File: src/rtl/rc4_pkg.sv
// Shared types and constants for the RC4 key-scheduling datapath.
package rc4_pkg;

  localparam int unsigned S_SIZE            = 256;
  localparam int unsigned KEY_BYTES_DEFAULT = 3;

  typedef logic [7:0] byte_t;

  typedef enum logic [2:0] {
    ST_IDLE,
    ST_ADDR,
    ST_WAIT,
    ST_CALC,
    ST_SWAP,
    ST_NEXT,
    ST_DONE
  } ksa_state_t;

endpackage

File: src/rtl/ksa_index_fsm_if.sv
// S-memory read port and swap-FSM handshake seen by the KSA index controller.
interface ksa_index_fsm_if;
  import rc4_pkg::*;

  byte_t s_addr;
  byte_t s_q;
  byte_t counter_i;
  byte_t counter_j;
  logic  swap_flag;
  logic  swap_done;

  modport master (
    output s_addr, counter_i, counter_j, swap_flag,
    input  s_q, swap_done
  );

  modport slave (
    input  s_addr, counter_i, counter_j, swap_flag,
    output s_q, swap_done
  );

endinterface

File: src/rtl/ksa_index_fsm_key_sel.sv
// Key register plus a mod-KEY_BYTES byte pointer; byte 0 is the key MSB.
module key_byte_sel
  import rc4_pkg::*;
#(
  parameter int unsigned KEY_BYTES = KEY_BYTES_DEFAULT
) (
  input  logic                   clk,
  input  logic                   reset_n,
  input  logic                   load,
  input  logic                   advance,
  input  logic [8*KEY_BYTES-1:0] secret_key,
  output byte_t                  key_byte_c
);

  localparam int unsigned IDX_W = (KEY_BYTES > 1) ? $clog2(KEY_BYTES) : 1;
  localparam int unsigned KEY_W = 8 * KEY_BYTES;

  logic [KEY_W-1:0] key_q;
  logic [IDX_W-1:0] idx_q;

  always_ff @(posedge clk or negedge reset_n) begin
    if (!reset_n) begin
      key_q <= '0;
      idx_q <= '0;
    end else if (load) begin
      key_q <= secret_key;
      idx_q <= '0;
    end else if (advance) begin
      idx_q <= (idx_q == IDX_W'(KEY_BYTES - 1)) ? '0 : IDX_W'(idx_q + 1'b1);
    end
  end

  // Byte select as a flat mux so no divider or variable shifter is built.
  always_comb begin
    key_byte_c = '0;
    for (int unsigned k = 0; k < KEY_BYTES; k++) begin
      if (idx_q == IDX_W'(k)) key_byte_c = key_q[KEY_W-8-8*k +: 8];
    end
  end

endmodule

File: src/rtl/ksa_index_fsm.sv
// RC4 key-scheduling index controller: walks i over S, accumulates j and
// requests one swap per i from the downstream swap FSM.
module ksa_index_fsm
  import rc4_pkg::*;
#(
  parameter int unsigned KEY_BYTES    = KEY_BYTES_DEFAULT,
  parameter int unsigned READ_LATENCY = 1
) (
  input  logic                   clk,
  input  logic                   reset_n,
  input  logic                   start,
  input  logic [8*KEY_BYTES-1:0] secret_key,
  output logic                   busy,
  output logic                   ksa_done,
  ksa_index_fsm_if.master        bus
);

  localparam int unsigned WAIT_W = 2;
  localparam byte_t       I_LAST = 8'(S_SIZE - 1);

  ksa_state_t        state, state_n;
  byte_t             i_q, i_n, j_q, j_n, s_addr_q, s_addr_n;
  logic [WAIT_W-1:0] wait_q, wait_n;
  logic              swap_flag_q, swap_flag_n;
  logic              busy_n, done_n;
  logic              load_key, adv_key;
  byte_t             key_byte_c;

  key_byte_sel #(
    .KEY_BYTES (KEY_BYTES)
  ) u_key_sel (
    .clk        (clk),
    .reset_n    (reset_n),
    .load       (load_key),
    .advance    (adv_key),
    .secret_key (secret_key),
    .key_byte_c (key_byte_c)
  );

  assign bus.s_addr    = s_addr_q;
  assign bus.counter_i = i_q;
  assign bus.counter_j = j_q;
  assign bus.swap_flag = swap_flag_q;

  always_ff @(posedge clk or negedge reset_n) begin
    if (!reset_n) begin
      state       <= ST_IDLE;
      i_q         <= '0;
      j_q         <= '0;
      s_addr_q    <= '0;
      wait_q      <= '0;
      swap_flag_q <= 1'b0;
      busy        <= 1'b0;
      ksa_done    <= 1'b0;
    end else begin
      state       <= state_n;
      i_q         <= i_n;
      j_q         <= j_n;
      s_addr_q    <= s_addr_n;
      wait_q      <= wait_n;
      swap_flag_q <= swap_flag_n;
      busy        <= busy_n;
      ksa_done    <= done_n;
    end
  end

  // Next state plus next values of every registered output.
  always_comb begin
    state_n  = state;
    i_n      = i_q;
    j_n      = j_q;
    s_addr_n = s_addr_q;
    wait_n   = wait_q;
    load_key = 1'b0;
    adv_key  = 1'b0;

    case (state)
      ST_IDLE, ST_DONE: begin
        if (start) begin
          load_key = 1'b1;
          i_n      = '0;
          j_n      = '0;
          s_addr_n = '0;
          state_n  = ST_ADDR;
        end
      end
      ST_ADDR: begin
        wait_n  = '0;
        state_n = ST_WAIT;
      end
      ST_WAIT: begin
        if (wait_q == WAIT_W'(READ_LATENCY - 1)) state_n = ST_CALC;
        else                                     wait_n  = WAIT_W'(wait_q + 1'b1);
      end
      ST_CALC: begin
        j_n     = 8'(j_q + bus.s_q + key_byte_c);
        state_n = ST_SWAP;
      end
      ST_SWAP: begin
        if (bus.swap_done) state_n = ST_NEXT;
      end
      ST_NEXT: begin
        if (i_q == I_LAST) begin
          state_n = ST_DONE;
        end else begin
          i_n      = 8'(i_q + 8'd1);
          s_addr_n = 8'(i_q + 8'd1);
          adv_key  = 1'b1;
          state_n  = ST_ADDR;
        end
      end
      default: state_n = ST_IDLE;
    endcase

    // Flag levels follow the state being entered so they are pure registers.
    swap_flag_n = (state_n == ST_SWAP);
    busy_n      = (state_n != ST_IDLE) && (state_n != ST_DONE);
    done_n      = (state_n == ST_DONE);
  end

endmodule

File: src/flat_wrapper.sv
// flat-port wrapper written by rule: the top's interface ports become plain ports
module ksa_index_fsm_flat import rc4_pkg::*;
#(
  parameter int unsigned KEY_BYTES    = KEY_BYTES_DEFAULT,
  parameter int unsigned READ_LATENCY = 1
)
  (clk, reset_n, start, secret_key, busy, ksa_done, bus_s_addr, bus_counter_i, bus_counter_j, bus_swap_flag, bus_s_q, bus_swap_done);
  ksa_index_fsm_if bus_i ();
  input  logic clk;
  input  logic reset_n;
  input  logic start;
  input  logic [8*KEY_BYTES-1:0] secret_key;
  output logic busy;
  output logic ksa_done;
  output wire logic [$bits(bus_i.s_addr)-1:0] bus_s_addr;
  output wire logic [$bits(bus_i.counter_i)-1:0] bus_counter_i;
  output wire logic [$bits(bus_i.counter_j)-1:0] bus_counter_j;
  output wire logic [$bits(bus_i.swap_flag)-1:0] bus_swap_flag;
  input wire logic [$bits(bus_i.s_q)-1:0] bus_s_q;
  input wire logic [$bits(bus_i.swap_done)-1:0] bus_swap_done;
  assign bus_s_addr = bus_i.s_addr;
  assign bus_counter_i = bus_i.counter_i;
  assign bus_counter_j = bus_i.counter_j;
  assign bus_swap_flag = bus_i.swap_flag;
  assign bus_i.s_q = bus_s_q;
  assign bus_i.swap_done = bus_swap_done;
  ksa_index_fsm #(.KEY_BYTES(KEY_BYTES), .READ_LATENCY(READ_LATENCY)) u_core (.clk(clk), .reset_n(reset_n), .start(start), .secret_key(secret_key), .busy(busy), .ksa_done(ksa_done), .bus(bus_i));
endmodule
File: config.mk
export PLATFORM = sky130hd
export DESIGN_NAME = ksa_index_fsm_flat
export DESIGN_NICKNAME = d
export VERILOG_FILES = /design/src/rtl/rc4_pkg.sv /design/src/rtl/ksa_index_fsm_if.sv /design/src/rtl/ksa_index_fsm_key_sel.sv /design/src/rtl/ksa_index_fsm.sv /design/src/flat_wrapper.sv
export SDC_FILE = /design/constraint.sdc
export NUM_CORES = 1
export LEC_CHECK = 0
export CAP_MARGIN = 20
export CORE_ASPECT_RATIO = 0.9
export CORE_MARGIN = 2
export CORE_UTILIZATION = 35
export DETAILED_ROUTE_END_ITERATION = 8
export PLACE_DENSITY = 0.6
export SLEW_MARGIN = 20
export SYNTH_ARGS = -nofsm -noshare
export SYNTH_HDL_FRONTEND = slang
export SYNTH_SLANG_ARGS = --single-unit
File: constraint.sdc
create_clock -name clk -period 5.1 [get_ports clk]
set_input_delay 0.51 -clock clk [delete_from_list [all_inputs] [get_ports clk]]
set_output_delay 0.51 -clock clk [all_outputs]
set_load 0.005 [all_outputs]
==> metrics.md <==
| Metric | Value |
|---|---|
| Status | complete, no violations |
| Worst hold path class | in2async |
| Largest net degree at the start of global routing | 51 |
| Crit path DAT | 3580 ps |
| Dpl cell area | 3567 um2 |
| GPL Wtd Cong | 0.8137 |
| GR Util met1 | 22.44% |
| Fin nets | between 400 and 500 |
| Gr usage total | 14.84% |
| Htree depth | 2 |
| Worst Skew | 5.926 ps |
| First-pass GRT wire length | 10940 um |
| Top cells by count, synth | nand2_1 (96), dfrtp_1 (50), inv_1 (31) |
| IO Pins | 63 |
| TritonCTS Buffers | 5 |
| Crit Path Category | reg2reg |
| Detailed Routing Iterations Pass 1 | 4 |
| ANT nets after route | 0 |
| MaxCap Viol Count | 0 |
| Final Hold Viols | 0 |
| Num rows | 31 |
| CTS Sinks | 50 |
| Core Area | 8107 um2 |
| Pre-CTS WS | 1816 ps |
| Fin crit share | approximately two thirds |
| Overflow after GRT | 0 |
| Slowest CP cell | dfrtp_1 |
| Post-DR vias/cell | 4.800 |
| DRC violations left | 0 |
| Slew HR | approximately a third |
| Met2 global-route usage | 21.78% |
| P&R area growth vs syn | 24.86% |
| GR peak layer | met1 |
| Crit start category | flip-flop |
| I/O Buffers | 62 |
| Leading area contributor after synthesis | dfrtp_1 |
| Final Util | around 46% |
| Most common cell in the netlist | nand2_1 |
| Cell variety after synth | 41 |
| Max clock buf depth | 2 |
| DP HPWL | approximately 4700 um |
| Ys flop type | dfrtp_1 |
| Die area | about 9200 um2 |
| Tot Pwr | 0.001986 W |
| Crit path max-delay family | adder cells |
| Cells after Synth | 344 |
| Clock slew at reported path FFs | 100 ps |
| Worst setup margin | approximately 1800 ps |
| Height of the die | 91.16 um |
| Synthesis-stage register bit count | 50 |
| CTS tree | built |
| Final setup vio count | 0 |
| Layout cells sized above 1 | 4.082% |
| Met3 Track Usage GR | 3.387% |
| Hold_buf cts | 0 |
| RSZ-0062 raised after global routing | no |
| Routed wire length | 6380 um |
| Routed wire per std cell | 12.99 um |
| Die W | 100.8 um |
| Critical path startpoint | u_core.u_key_sel.idx_q[1] |
| Synth warn | 0 |
| Initial antenna violation count | 0 |
| Clock root buffer | clkbuf_8 |
| CTS resizes | 0 |
| Total number of vias | 2357 |
| CP max FO | 13 |
| Maximum clock rate | roughly 300 MHz |
| Setup TNS | 0 ps |
| Leakage | approximately 1.7 nW |
| VDD IR-drop max | about 0.18 mV |
| Post-route design area | 3689 um2 |
| Top-area cell type share of the netlist area | between 40% and 50% |
| Top post-synthesis cells by area | dfrtp_1 (42%), nand2_1 (12%), fa_1 (5.4%) |
| Crit path time final | about 3300 ps |
| Slowest stage delay, CP | 600 ps |
| Final Max Tran Viols | 0 |
| Number of synthesized flops with an enable pin | 0 |
| Starting density of the core | between 30% and 40% |
| Crit path buf inv count | 2 |
| Seq/Total Area, Yosys | 42.35% |
| Skew-Pair Late Insertion Delay | about 310 ps |
| Ys async rst share | 100.0% |
| CP Capture Type | flip-flop |
| Mapped Area | between 2000 and 3000 um2 |
| N_diodes | 0 |
| Syn_area_per_cell | about 8.6 um2 |
| Worst EP required | 5350 ps |
| CP cell instances | nor2b_1, a21oi_1, fa_1, inv_1, ha_1, inv_1, fa_1, nor2b_1, o2111ai_1, a211o_1, a21o_1, nand3_1 |
| Post-CTS Setup Inserts | 0 |
| Slew at the pin with the worst max-slew slack | 982.8 ps |
| Start of the worst register-to-register path | u_core.u_key_sel.idx_q[1] |
| Vias in the first global route | 2282 |
| Total nets after synthesis | 396 |
| Initial DRC Count | between 80 and 90 |
| PD cells | ~540 nW/um2 |
-- stage by stage --
step,std cells,hold slack (ps)
floorplan,344,214.4
global placement,483,461.8
detailed placement,483,462.8
CTS,491,331.6
global route,491,348.9
finish,491,301.9
-- registers in the layout, indices dropped and copies added, names as in the netlist --
register                flops
u_core.u_key_sel.idx_q      2
u_core.state                3
u_core.bus.counter_i        8
u_core.bus.counter_j        8
u_core.wait_q               2
u_core.busy                 1
u_core.ksa_done             1
u_core.u_key_sel.key_q     24
u_core.bus.swap_flag        1
-- placed cells by master, fill, tap and decap left out, types with 3 or more instances in the layout --
cell type	n
o211ai_1	3
fa_1	8
a21oi_1	18
nand2b_1	4
nor2_1	17
xnor2_1	5
nor2b_1	4
ha_1	8
mux2i_1	11
nor3b_1	5
o22ai_1	6
clkbuf_8	6
dfrtp_1	50
nand2_1	96
clkdlybuf4s50_1	61
nand3_1	6
a21o_1	3
nand4_1	3
inv_1	31
xor2_1	5
o21ai_0	9
-- layer usage --
metal	vias to the layer above	share of wire, %
li1	1202	-
met1	1105	51
met2	44	44
met3	6	4.2
met4	0	0.56
met5	-	0
-- path summary, 6_finish.rpt --
kind	end	slack, ps	cells past startpoint
max in group asynchronous	u_core.u_key_sel.key_q[13]	4360	2
min in group clk	u_core.u_key_sel.key_q[3]	480	2
worst min register to register	u_core.u_key_sel.key_q[3]	480	2
worst max register to register	u_core.bus.counter_j[7]	1770	12
worst max-delay path	u_core.bus.counter_j[7]	1770	12
worst min-delay path	u_core.bus.counter_i[4]	300	2
-- where the power goes --
| part | total, W | switching, W | internal (W) |
|---|---|---|---|
| Clock | 0.000300 | 0.000138 | 0.000162 |
| Sequential | 0.000674 | 0.000135 | 0.000539 |
| Combinational | 0.00101 | 0.000542 | 0.000470 |
-- logic make-up (layout without fill, tap and decap cells) --
logic type,after synthesis,after routing,share of synthesized area (%)
buffers and inverters,55,103,8.810
AO/OA/AOI/OAI,49,49,10.25
adder cells (fa/ha/maj),16,16,8.810
flip-flops,50,50,42.35
XOR/XNOR,10,10,2.965
AND/OR/NAND/NOR,153,153,23.08
multiplexers,11,11,3.727
-- final cells by class --
class / instances / area, um2
clock inverters: 2 / 38.79
multi-input cells: 239 / 1445
well taps: 99 / 123.9
inverters: 31 / 116.4
fillers: 808 / 4418
clock buffers: 6 / 82.58
repair buffers: 64 / 630.6
flip-flops and latches: 50 / 1251
No activity file was read; power rests on OpenSTA's default activity.
